[src/rtl/orientation_tracker_if.sv]
// Sample/orientation bundle between the IMU sample path and the orientation tracker.
// Define ORIENT_TILT_MAG_EN to carry the tilt_mag result as well.
interface orientation_tracker_if #(
    parameter int DATA_W = 16
);
    logic                     sample_valid;
    logic signed [DATA_W-1:0] roll_raw;
    logic signed [DATA_W-1:0] pitch_raw;
    logic [3:0]               orientation;
    logic                     orient_chg;
    logic [1:0]               roll_dir;
    logic [1:0]               pitch_dir;
`ifdef ORIENT_TILT_MAG_EN
    logic [DATA_W-1:0]        tilt_mag;

    modport master (
        output sample_valid, roll_raw, pitch_raw,
        input  orientation, orient_chg, roll_dir, pitch_dir, tilt_mag
    );
    modport slave (
        input  sample_valid, roll_raw, pitch_raw,
        output orientation, orient_chg, roll_dir, pitch_dir, tilt_mag
    );
`else
    modport master (
        output sample_valid, roll_raw, pitch_raw,
        input  orientation, orient_chg, roll_dir, pitch_dir
    );
    modport slave (
        input  sample_valid, roll_raw, pitch_raw,
        output orientation, orient_chg, roll_dir, pitch_dir
    );
`endif
endinterface

[src/rtl/orientation_tracker.sv]
// Roll/pitch orientation tracker: per-axis hysteresis FSMs feeding an N-sample stability filter.
// Optional ORIENT_TILT_MAG_EN adds a registered max(|roll|,|pitch|) output.
module orientation_tracker #(
    parameter int DATA_W     = 16,
    parameter int THRESH_HI  = 400,
    parameter int THRESH_LO  = 300,
    parameter int STABLE_CNT = 4
) (
    input  logic                  clk,
    input  logic                  rst_n,
    orientation_tracker_if.slave  bus
);
    typedef enum logic [1:0] {
        AX_NEU = 2'b00,
        AX_POS = 2'b01,
        AX_NEG = 2'b11
    } axis_e;

    localparam int CNT_W = $clog2(STABLE_CNT + 1);
    localparam logic [CNT_W-1:0] CNT_MAX = CNT_W'(STABLE_CNT);
    localparam logic signed [DATA_W:0] HI_POS = (DATA_W + 1)'(THRESH_HI);
    localparam logic signed [DATA_W:0] HI_NEG = -HI_POS;
    localparam logic signed [DATA_W:0] LO_POS = (DATA_W + 1)'(THRESH_LO);
    localparam logic signed [DATA_W:0] LO_NEG = -LO_POS;

    // Index 0 is roll, index 1 is pitch; encodings double as the signed dir outputs.
    logic [1:0] dir_q_vec [2];
    logic [1:0] dir_d_vec [2];

    genvar gi;
    generate
        for (gi = 0; gi < 2; gi++) begin : g_axis
            logic signed [DATA_W-1:0] raw;
            logic signed [DATA_W:0]   x_ext;
            axis_e                    state_q;
            axis_e                    state_d;

            assign raw   = (gi == 0) ? bus.roll_raw : bus.pitch_raw;
            assign x_ext = $signed({raw[DATA_W-1], raw});

            always_comb begin
                state_d = state_q;
                if (bus.sample_valid) begin
                    case (state_q)
                        AX_NEU: begin
                            if (x_ext > HI_POS)      state_d = AX_POS;
                            else if (x_ext < HI_NEG) state_d = AX_NEG;
                        end
                        AX_POS: begin
                            if (x_ext < HI_NEG)       state_d = AX_NEG;
                            else if (x_ext <= LO_POS) state_d = AX_NEU;
                        end
                        AX_NEG: begin
                            if (x_ext > HI_POS)       state_d = AX_POS;
                            else if (x_ext >= LO_NEG) state_d = AX_NEU;
                        end
                        default: state_d = AX_NEU;
                    endcase
                end
            end

            always_ff @(posedge clk or negedge rst_n) begin
                if (!rst_n) state_q <= AX_NEU;
                else        state_q <= state_d;
            end

            assign dir_q_vec[gi] = state_q;
            assign dir_d_vec[gi] = state_d;
        end
    endgenerate

    function automatic logic [3:0] map_code(input logic [1:0] pdir, input logic [1:0] rdir);
        case ({pdir, rdir})
            {AX_POS, AX_NEU}: map_code = 4'd1;
            {AX_POS, AX_POS}: map_code = 4'd2;
            {AX_NEU, AX_POS}: map_code = 4'd3;
            {AX_NEG, AX_POS}: map_code = 4'd4;
            {AX_NEG, AX_NEU}: map_code = 4'd5;
            {AX_NEG, AX_NEG}: map_code = 4'd6;
            {AX_NEU, AX_NEG}: map_code = 4'd7;
            {AX_POS, AX_NEG}: map_code = 4'd8;
            default:          map_code = 4'd0;
        endcase
    endfunction

    logic [3:0]       cand;
    logic [3:0]       orient_q, orient_d;
    logic [3:0]       pend_q, pend_d;
    logic [CNT_W-1:0] cnt_q, cnt_d, cnt_new;
    logic             chg_q, chg_d;

    // Candidate uses next-state axes so the filter sees this sample's classification.
    assign cand = map_code(dir_d_vec[1], dir_d_vec[0]);

    always_comb begin
        orient_d = orient_q;
        pend_d   = pend_q;
        cnt_d    = cnt_q;
        cnt_new  = cnt_q;
        chg_d    = 1'b0;
        if (bus.sample_valid) begin
            if (cand == orient_q) begin
                cnt_d = '0;
            end else begin
                if (cand == pend_q && cnt_q != '0) begin
                    cnt_new = cnt_q + CNT_W'(1);
                end else begin
                    pend_d  = cand;
                    cnt_new = CNT_W'(1);
                end
                if (cnt_new == CNT_MAX) begin
                    orient_d = cand;
                    chg_d    = 1'b1;
                    cnt_d    = '0;
                end else begin
                    cnt_d = cnt_new;
                end
            end
        end
    end

    always_ff @(posedge clk or negedge rst_n) begin
        if (!rst_n) begin
            orient_q <= '0;
            pend_q   <= '0;
            cnt_q    <= '0;
            chg_q    <= 1'b0;
        end else begin
            orient_q <= orient_d;
            pend_q   <= pend_d;
            cnt_q    <= cnt_d;
            chg_q    <= chg_d;
        end
    end

    assign bus.orientation = orient_q;
    assign bus.orient_chg  = chg_q;
    assign bus.roll_dir    = dir_q_vec[0];
    assign bus.pitch_dir   = dir_q_vec[1];

`ifdef ORIENT_TILT_MAG_EN
    // The most-negative sample has no positive twin, so it saturates.
    function automatic logic [DATA_W-1:0] abs_sat(input logic signed [DATA_W-1:0] x);
        if (x == {1'b1, {(DATA_W-1){1'b0}}}) abs_sat = {1'b0, {(DATA_W-1){1'b1}}};
        else if (x[DATA_W-1])                 abs_sat = -x;
        else                                  abs_sat = x;
    endfunction

    logic [DATA_W-1:0] roll_abs, pitch_abs;
    logic [DATA_W-1:0] tilt_q, tilt_d;

    assign roll_abs  = abs_sat(bus.roll_raw);
    assign pitch_abs = abs_sat(bus.pitch_raw);

    always_comb begin
        tilt_d = tilt_q;
        if (bus.sample_valid) tilt_d = (roll_abs > pitch_abs) ? roll_abs : pitch_abs;
    end

    always_ff @(posedge clk or negedge rst_n) begin
        if (!rst_n) tilt_q <= '0;
        else        tilt_q <= tilt_d;
    end

    assign bus.tilt_mag = tilt_q;
`endif
endmodule

[src/flat_wrapper.sv]
// flat-port wrapper written by rule: the top's interface ports become plain ports
module orientation_tracker_flat 
#(
    parameter int DATA_W     = 16,
    parameter int THRESH_HI  = 400,
    parameter int THRESH_LO  = 300,
    parameter int STABLE_CNT = 4
)
  (clk, rst_n, bus_sample_valid, bus_roll_raw, bus_pitch_raw, bus_orientation, bus_orient_chg, bus_roll_dir, bus_pitch_dir);
  orientation_tracker_if #(.DATA_W(DATA_W)) bus_i ();
  input  logic clk;
  input  logic rst_n;
  input wire logic [$bits(bus_i.sample_valid)-1:0] bus_sample_valid;
  input wire logic [$bits(bus_i.roll_raw)-1:0] bus_roll_raw;
  input wire logic [$bits(bus_i.pitch_raw)-1:0] bus_pitch_raw;
  output wire logic [$bits(bus_i.orientation)-1:0] bus_orientation;
  output wire logic [$bits(bus_i.orient_chg)-1:0] bus_orient_chg;
  output wire logic [$bits(bus_i.roll_dir)-1:0] bus_roll_dir;
  output wire logic [$bits(bus_i.pitch_dir)-1:0] bus_pitch_dir;
  assign bus_i.sample_valid = bus_sample_valid;
  assign bus_i.roll_raw = bus_roll_raw;
  assign bus_i.pitch_raw = bus_pitch_raw;
  assign bus_orientation = bus_i.orientation;
  assign bus_orient_chg = bus_i.orient_chg;
  assign bus_roll_dir = bus_i.roll_dir;
  assign bus_pitch_dir = bus_i.pitch_dir;
  orientation_tracker #(.DATA_W(DATA_W), .THRESH_HI(THRESH_HI), .THRESH_LO(THRESH_LO), .STABLE_CNT(STABLE_CNT)) u_core (.clk(clk), .rst_n(rst_n), .bus(bus_i));
endmodule
[config.mk]
export PLATFORM = sky130hd
export DESIGN_NAME = orientation_tracker_flat
export DESIGN_NICKNAME = d
export VERILOG_FILES = /design/src/rtl/orientation_tracker_if.sv /design/src/rtl/orientation_tracker.sv /design/src/flat_wrapper.sv
export SDC_FILE = /design/constraint.sdc
export NUM_CORES = 1
export LEC_CHECK = 0
export BUFFER_PORTS_ARGS = -buffer_cell sky130_fd_sc_hd__buf_2
export CORE_MARGIN = 4
export CORE_UTILIZATION = 52
export DETAILED_ROUTE_END_ITERATION = 16
export GPL_TIMING_DRIVEN = 0
export HOLD_SLACK_MARGIN = 0.05
export PLACE_DENSITY = 0.87
export SYNTH_ARGS = -nofsm -noshare
export SYNTH_HDL_FRONTEND = slang
export SYNTH_SLANG_ARGS = --single-unit
export TNS_END_PERCENT = 100
[constraint.sdc]
create_clock -name clk -period 3.05 [get_ports clk]
set_input_delay 0.7625 -clock clk [delete_from_list [all_inputs] [get_ports clk]]
set_output_delay 0.7625 -clock clk [all_outputs]
set_load 0.01 [all_outputs]
# Word-level counts from Yosys, hierarchy flattened
# Memory sizes are Yosys's and may differ from the RTL's.
# Index checks and enable logic that the tools add are counted.
# totals
reg_bits,16
latchBits,0
mem_bits_rw,0
romBits,64
inputBits,35
out_inout_bits,9
wordCells,55
mem_count,1
# classes
add_sub_neg,1
multipliers,0
n_div,0
n_lt_le_gt_ge,8
n_eq_ne,7
shifts,0
muxes,24
bitwise_logic,2
reduce_logical,6
# memory_table
name,depth,word_bits,rd,rd_clocked_by_memory_dff,wr,line,text
(name not given),16,4,1,0,0,orientation_tracker.sv:73,"case ({pdir, rdir})"
# ops
op,count
"16-bit by 10-bit greater-or-equal comparator with 1-bit output, second input constant",2
"16-bit by 10-bit > comparator with 1-bit output, second input constant",2
"16-bit by 10-bit <= comparator with 1-bit output, second input constant",2
"16-bit by 10-bit less-than comparator with 1-bit output, second input constant",2
2-bit 2-to-1 mux,14
3-bit 2-to-1 mux,5
2-bit one-hot mux with 3 select lines,2
4-bit == test,2
3-bit AND reduction,2
"2-bit by 1-bit == test with 1-bit output, second input constant",2
"2-bit == test, second input constant",2
2-bit zero test,2
"3-bit by 1-bit adder with 3-bit output, second input constant",1
"3-bit == test, second input constant",1
1-bit 2-to-1 mux,3
3-bit nonzero test,1
1-bit NOT,2
1-bit logical AND,1

# Logic depth before layout (Yosys ltp)
# Gate-level depths: netlist of run 1.
# An unclocked memory read counts as a cell.
# depth
depth_word,15
ltp_mapped,14
mapped_depth_nobuf,11

# Worst setup path before layout of run 1
# No wires, ideal clock.
# synth_timing
path_type,input-to-reg
start,input port bus_sample_valid
end,register u_core.orient_q[0] (netlist: u_core.bus.orientation[0])
setup_time_ps,125
arrival_time_ps,3130
t_required_ps,2925
slack_ps,-205
path_stages,13
path_buffers,2
path_cell_list,buf_2 -> or3b_2 -> a21oi_1 -> o21ai_1 -> o211a_1 -> buf_6 -> inv_4 -> nand2_1 -> mux2i_1 -> xnor2_2 -> nand4_4 -> nor3_4 -> mux2_2
# synth_between
elab_chain_cells,9
elab_cells_between_ends,12
classes_between,eq/ne (3); mux (5); bitwise (1); reduce/logical (2); memory (1)
# synth_lines
item,line,text
start: declaration,flat_wrapper.sv:13,input wire logic [$bits(bus_i.sample_valid)-1:0] bus_sample_valid;
2-bit 2-to-1 mux (*),orientation_tracker.sv:43,if (bus.sample_valid) begin
net u_core.g_axis[0].state_d[0],orientation_tracker.sv:36,axis_e state_d;
memory read 16 x 4 bit (*),-,
4-bit == test,orientation_tracker.sv:105,if (cand == pend_q && cnt_q != '0) begin
1-bit logical AND,orientation_tracker.sv:105,
3-bit 2-to-1 mux,orientation_tracker.sv:105,
3-bit 2-to-1 mux,orientation_tracker.sv:102,if (cand == orient_q) begin
3-bit 2-to-1 mux,orientation_tracker.sv:101,if (bus.sample_valid) begin
3-bit == test,orientation_tracker.sv:111,if (cnt_new == CNT_MAX) begin
3-bit AND reduction (no source line),-,
end signal: assignment,orientation_tracker.sv:129,orient_q <= orient_d;
end: declaration,orientation_tracker.sv:87,"logic [3:0] orient_q, orient_d;"
# Mark *: on every way through the listed nets, which the timed path passes. The rest lies on a longest branch. The select of a mux whose other input is x is not followed.
# A chain may end at the register's enable or synchronous reset.

# Worst setup path after layout of run 1
# layout_timing
start,input port bus_pitch_raw[0]
end,register u_core.pend_q[1]
# layout_between
elab_chain_cells,10
elab_cells_between_ends,19
classes_between,order compare (4); eq/ne (2); mux (8); bitwise (2); reduce/logical (2); memory (1)
# layout_lines
item,line,text
start: declaration,flat_wrapper.sv:15,input wire logic [$bits(bus_i.pitch_raw)-1:0] bus_pitch_raw;
16-bit by 10-bit greater-or-equal comparator with 1-bit output (tied with other cells),orientation_tracker.sv:55,else if (x_ext >= LO_NEG) state_d = AX_NEU;
2-bit 2-to-1 mux (on tied branches),"orientation_tracker.sv:55, orientation_tracker.sv:47, orientation_tracker.sv:51",
2-bit 2-to-1 mux (on tied branches),"orientation_tracker.sv:54, orientation_tracker.sv:46, orientation_tracker.sv:50",
2-bit one-hot mux with 3 select lines (*),orientation_tracker.sv:44,case (state_q)
2-bit 2-to-1 mux (*),orientation_tracker.sv:43,
net u_core.g_axis[1].state_d[0],orientation_tracker.sv:36,
memory read 16 x 4 bit (*),-,
4-bit == test,orientation_tracker.sv:105,
1-bit logical AND,orientation_tracker.sv:105,
1-bit NOT (no source line),-,
3-bit AND reduction (no source line),-,
end signal: assignment,orientation_tracker.sv:130,pend_q <= pend_d;
end: declaration,orientation_tracker.sv:88,"logic [3:0] pend_q, pend_d;"
# Mark *: on every way through the listed nets, which the timed path passes. The rest lies on a longest branch.

==> metrics.cfg, run 1 <==
[grt]
antenna_found_initial = 0
grt-ovfl-total = 0
grt_pass1_wl_um = 6980
groute.usage.overall_pct = 24.4
first_global_vias = 1536
grt_max_degree = 17

[sta]
maxSlewHeadroom_pct = 70.2
fin_skew_ns = 0.00275
slew_viol_final = 0
period_minus_slack_ns = 3.34
rsz0062_at_grt = true
clock.fmax_ghz = 0.300
period_share_pct = 109
finalHoldViolations = 0
worstMarginPinSlew_ns = 0.444
fin_ws_ns = -0.288
setup_tns_ns = -1.65
finalSetupViolCount = 10

[die]
die_w_um = 61.8
coreArea_sq_um = 2760
rows = 19
die_h_um = 61.8
initial_core_util_pct = 54.6
pin_count = 44
die_area_sq_um = 3820

[outcome]
status = finished with violations
violations = negative setup slack

[routing]
via_count = 1854
ant_nets = 0
wire_per_inst_um = 21.2
initialDrtViolationCount = 211
drt_wl_total_um = 5740
vias_per_cell = 6.84
dr.pass1.iters = 5
drc = 0

[synthesis]
synth_warnings = 0
seq_area_frac_synth_pct = 26.6
synth_most_common_cell = nor2_1
synth_top_area_share_pct = 26.6
syn_nets = 209
ys_ff_latch = 16
ys_types = 59
syn_area_sq_um = 1510
syn_inst = 172
synth_common_cells = nor2_1 (18), dfrtp_1 (16), nand2_1 (13), mux2_2 (8)
synth-edff-count = 0
synth_ff_type = dfrtp_1
syn_avg_cell_area_sq_um = 8.75
synthArstFlopShare_pct = 100
synth_top_area_cell = dfrtp_1
yosys-top-cells-area = dfrtp_1 (27%), mux2_2 (6.0%), nor2_1 (4.5%)

[placement]
post-place-ws_ns = -0.541
port_buffers = 42
routabilityCongestion = 0.871
place_inst = 245
dp_hpwl_um = 2830
dpl_cell_area_sq_um = 1810

[finish]
drive_gt1_share_pct = 50.8
fin_area_sq_um = 2280
diodes = 0
instances_no_fill = 271
fin_util_pct = 82.8
fillers = 150
nets = 278
area_growth_pct = 51.8

[power_and_ir_drop]
ir_worst_vdd_mv = 0.891
clkPwrFrac_pct = 6.9
p_per_area_nw_per_um2 = 947
p_comb_share_pct = 73.0
seqPwrFrac_pct = 20.0
swShare_pct = 48.8
power.leakage_uw = 0.000999
internal-power_uw = 1110
p_switching_uw = 1060

[clock_tree]
cts_buffer_depth = 2
clk_transition_reported_paths_ns = 0.10
cts_root_buffer = clkbuf_4
cts.sinks = 16
cts_tree = built
clk_latency_ns = 0.30
htreeDepth = 1
cts_made_buffers = 3

[min_path]
hold_class = primary input to async pin

[setup_path]
end_kind = flop
crit_type = primary input to flop
crit_required_ns = 3.23
crit_fanout = 8
critPathArrivalTime_ns = 3.52
setup.worst_path.start_class = primary input

[flow_run]
drv_cap = 0

[routing by layer]
layer  part of all wire, %  vias up  global-route usage (%)  wire [um]
li1                      -      813                       -          -
met1                    38      882                    32.6       2180
met2                    51      132                    39.9       2930
met3                   8.3       27                    2.89        478
met4                   2.6        0                    10.6        150
met5                     0        -                       0          0
[per-stage QoR]
| stage | hold slack (ns) | power [uW] |
|---|---|---|
| finish | 0.360 | 2160 |
| global route | 0.375 | 2280 |
| CTS | 0.372 | 1730 |
| detailed placement | 0.532 | 1430 |
| global placement | 0.515 | 1400 |
| floorplan | 0.467 | 1200 |
[layout make-up]
cell class / instances / area (sq um) / area share (%)
inverters: 11 / 56.3 / 2.46
plain buffers: 6 / 63.8 / 2.79
repair buffers: 64 / 454 / 19.9
clock buffers: 4 / 36.3 / 1.59
flip-flops and latches: 16 / 400 / 17.5
multi-input cells: 139 / 1230 / 54.1
well taps: 31 / 38.8 / 1.70
[repair_timing]
action | 4_1_cts | 5_1_grt
endpoints found under the setup margin | 7 | 12
pin swaps | 12 | 20
buffers inserted | 11 | 10
gates resized for setup | 23 | 36
gates cloned | 1 | 0
hold buffers | 0 | 0
[cell usage in the layout, fill, tap and decap left out, types with 6 or more instances in the layout]
| master | synthesis | layout |
|---|---|---|
| buf_2 | 2 | 35 |
| nor2_1 | 18 | 18 |
| buf_4 | 1 | 18 |
| dfrtp_1 | 16 | 16 |
| buf_6 | 3 | 14 |
| nand2_1 | 13 | 13 |
| mux2_4 | 0 | 8 |
| inv_1 | 7 | 7 |
| nand4_1 | 6 | 6 |
| a21oi_1 | 7 | 6 |
[critical path, cell delays in order]
cell	delay (ns)
buf_2	0.09
nor2_1	0.17
o311ai_2	0.15
a211oi_2	0.29
a2111oi_2	0.06
o32a_2	0.42
buf_4	0.16
buf_6	0.14
buf_4	0.14
a31oi_2	0.31
a31oi_4	0.16
buf_4	0.16
buf_4	0.14
o21ai_1	0.22
o41ai_2	0.13
[cell families after synthesis]
logic type,after synthesis,share of synthesized area (%)
adders and majority gates,2,1.66
AOI/OAI and AO/OA,51,27.0
and+or+nand+nor,71,27.7
DFF,16,26.6
muxes,10,7.32
buffers and inverters,17,6.32
xor gates and xnor gates,5,3.41
[final timing paths]
check | from | endpoint | slack [ns] | cells past startpoint
setup / recovery | bus_pitch_raw[0] | u_core.pend_q[1]$_DFFE_PN0P_ | -0.29 | 15
hold / removal | rst_n | u_core.pend_q[3]$_DFFE_PN0P_ | 0.36 | 1
setup reg to reg | u_core.bus.roll_dir[1]$_DFF_PN0_ | u_core.bus.orientation[0]$_DFFE_PN0P_ | -0.16 | 15
hold reg to reg | u_core.cnt_q[2]$_DFFE_PN0P_ | u_core.cnt_q[2]$_DFFE_PN0P_ | 0.56 | 1
max in group asynchronous | rst_n | u_core.bus.pitch_dir[0]$_DFF_PN0_ | 2.42 | 1
min in group clk | u_core.cnt_q[2]$_DFFE_PN0P_ | u_core.cnt_q[2]$_DFFE_PN0P_ | 0.56 | 1
[sequential cells by signal, summed over array words and instances (netlist names)]
register and cells:
u_core.bus.orient_chg 1, u_core.bus.pitch_dir 2, u_core.bus.orientation 4, u_core.bus.roll_dir 2
u_core.pend_q 4, u_core.cnt_q 3
[power by group through the flow]
stage	Clock (uW)	Combinational (uW)	Sequential, uW
after floorplan	0	794	403
after global placement	0	997	403
after detailed placement	0	1020	405
after CTS	147	1170	409
after global routing	159	1680	442
final	150	1580	433
Power figures use the tool's default switching activity.
==> run 2: changes to the inputs <==
- CORE_ASPECT_RATIO: unset -> 0.75
- CORE_MARGIN: 4 -> unset
==> run 2 against run 1 <==
Effect of this change:
- the run still ends with negative setup slack left
- routed wire length is 1.7% lower
- final cell count is 0.74% higher
- die area is 18% lower
- combinational power hardly changed
- worst hold slack better by 0.050 ns
- largest power group unchanged
==> metrics.cfg, run 2 (same netlist as run 1, synthesis figures left out) <==
[routing]
ant_nets = 0
vias_per_cell = 6.68
wire_per_inst_um = 20.7
initialDrtViolationCount = 217
drt_wl_total_um = 5640
dr.pass1.iters = 4
via_count = 1825
drc = 0

[clock_tree]
cts_made_buffers = 3
htreeDepth = 1
cts_root_buffer = clkbuf_8
clk_latency_ns = 0.26
cts_buffer_depth = 2
cts_tree = built
clk_transition_reported_paths_ns = 0.07
cts.sinks = 16
cts_hold_buf = 0

[power_and_ir_drop]
p_switching_uw = 1080
power.leakage_uw = 0.000994
ir_worst_vdd_mv = 0.761
swShare_pct = 48.4
p_comb_share_pct = 71.3
seqPwrFrac_pct = 19.8
clkPwrFrac_pct = 8.9
internal-power_uw = 1150
total_power_uw = 2230
p_per_area_nw_per_um2 = 959

[finish]
nets = 275
diodes = 0
drive_gt1_share_pct = 52.7
final_common_cell = buf_2
fin_util_pct = 86.7
area_growth_pct = 54.4
mostFrequentLayoutCells = buf_2 (36), nor2_1 (17), buf_4 (16), dfrtp_1 (16), nand2_1 (12)

[sta]
whs_ns = 0.410
finalSetupViolCount = 11
fin_skew_ns = 0.00731
maxSlewHeadroom_pct = 73.8
rsz0062_at_grt = true
worstMarginPinSlew_ns = 0.393
setup_tns_ns = -1.60
period_share_pct = 108
fin_ws_ns = -0.236
finalHoldViolations = 0
period_minus_slack_ns = 3.29
clock.fmax_ghz = 0.304
slew_viol_final = 0

[die]
die_h_um = 48.6
coreArea_sq_um = 2680
die_area_sq_um = 3120
pin_count = 44
rows = 16
die_w_um = 64.1
initial_core_util_pct = 56.1

[setup_path]
cpPeakStageDelay_ns = 0.31
reg2reg_slack_ns = -0.10
setup.worst_path.start_class = primary input
crit_fanout = 10
timing.rr.start = u_core.bus.roll_dir[1]$_DFF_PN0_
crit_end = u_core.bus.orientation[1]$_DFFE_PN0P_
critPathTopFamily = simple AND/OR/NAND/NOR gates
crit_required_ns = 3.19
critPathArrivalTime_ns = 3.43
crit_path_top_delay_cell = mux2_4
crit_type = primary input to flop
rr_worst_depth = 13
crit_chain = buf_8 -> o21a_1 -> o211ai_1 -> a2111oi_4 -> or2_1 -> buf_6 -> inv_2 -> buf_6 -> nand4_1 -> mux2_4 -> nand4_4 -> nand4_4 -> nor3_4 -> buf_6 -> mux2_4
cp_common_cell = buf_6
cp.depth = 15
r2r-end = u_core.bus.orientation[1]$_DFFE_PN0P_
worst-path-buf-inv = 5
end_kind = flop
cp-startpoint = bus_roll_raw[2]

[placement]
dp_hpwl_um = 3070
routabilityCongestion = 0.866
port_buffers = 42

[grt]
grt_max_degree = 17
grt-ovfl-total = 0
first_global_vias = 1645
groute.usage.overall_pct = 32.2
grt_pass1_wl_um = 7760
antenna_found_initial = 0

[flow_run]
drv_cap = 0

[outcome]
violations = negative setup slack
status = finished with violations

[min_path]
hold_class = primary input to async pin

run 2: cell count changes in the layout (fill, tap and decap cells not counted), moves of 2 or more:
cell      previous run  this run
o21ai_0              5         3
buf_6               14        11
clkbuf_4             3         0
buf_4               18        16
clkbuf_8             1         4
buf_8                2         4
nor3_2               0         2
run 2: power groups by stage:
stage	Sequential (uW)	Combinational, uW	Clock, uW
CTS	414	1230	194
floorplan	403	794	0
global placement	399	992	0
global route	454	1680	209
detailed placement	411	1040	0
finish	442	1590	199
run 2: area by class of cell:
type | count | area (sq um)
fillers | 121 | 358
flip-flops and latches | 16 | 400
inverters | 11 | 56.3
repair buffers | 61 | 417
plain buffers | 6 | 67.6
clock buffers | 4 | 55.1
well taps | 36 | 45.0
multi-input cells | 139 | 1280
run 2: worst min-delay path by stage:
stage | from | endpoint
3_3_place_gp | u_core.cnt_q[2]$_DFFE_PN0P_ | u_core.cnt_q[2]$_DFFE_PN0P_
2_1_floorplan | rst_n | u_core.bus.orient_chg$_DFF_PN0_
6_report | rst_n | u_core.bus.orientation[3]$_DFFE_PN0P_
5_1_grt | rst_n | u_core.cnt_q[1]$_DFFE_PN0P_
3_5_place_dp | u_core.cnt_q[2]$_DFFE_PN0P_ | u_core.cnt_q[2]$_DFFE_PN0P_
4_1_cts | rst_n | u_core.bus.orient_chg$_DFF_PN0_
run 2: worst reg2reg max path, cell delays in order (launching register included):
cell	delay [ns]
dfrtp_1	0.52
inv_2	0.09
o221a_1	0.28
a2111oi_4	0.32
o211a_1	0.25
buf_6	0.13
clkinv_8	0.07
and3_4	0.17
o2111a_1	0.23
a211oi_2	0.26
a31oi_4	0.08
nor3_4	0.18
buf_6	0.16
mux2_4	0.30
run 2: routing by layer:
metal	track usage (%)	vias up	share of wire, %
li1	-	801	-
met1	41.9	858	39
met2	55.1	131	48
met3	5.19	35	8.7
met4	9.26	0	4.4
met5	0	-	0
run 2: per-stage QoR:
step	instance area [sq um]	cells	worst slack, ns
4_1_cts	2080	263	-0.133
6_report	2320	273	-0.236
3_3_place_gp	1820	250	-0.479
5_1_grt	2320	273	-0.305
2_1_floorplan	1560	172	-0.0957
3_5_place_dp	1820	250	-0.546
run 2: what timing repair did:
item                                    in CTS  in global routing
gates resized for setup                     27                 40
setup buffers                                9                 10
endpoints found under the hold margin        0                  0
endpoints found under the setup margin       9                 12
pin swaps                                   11                 21
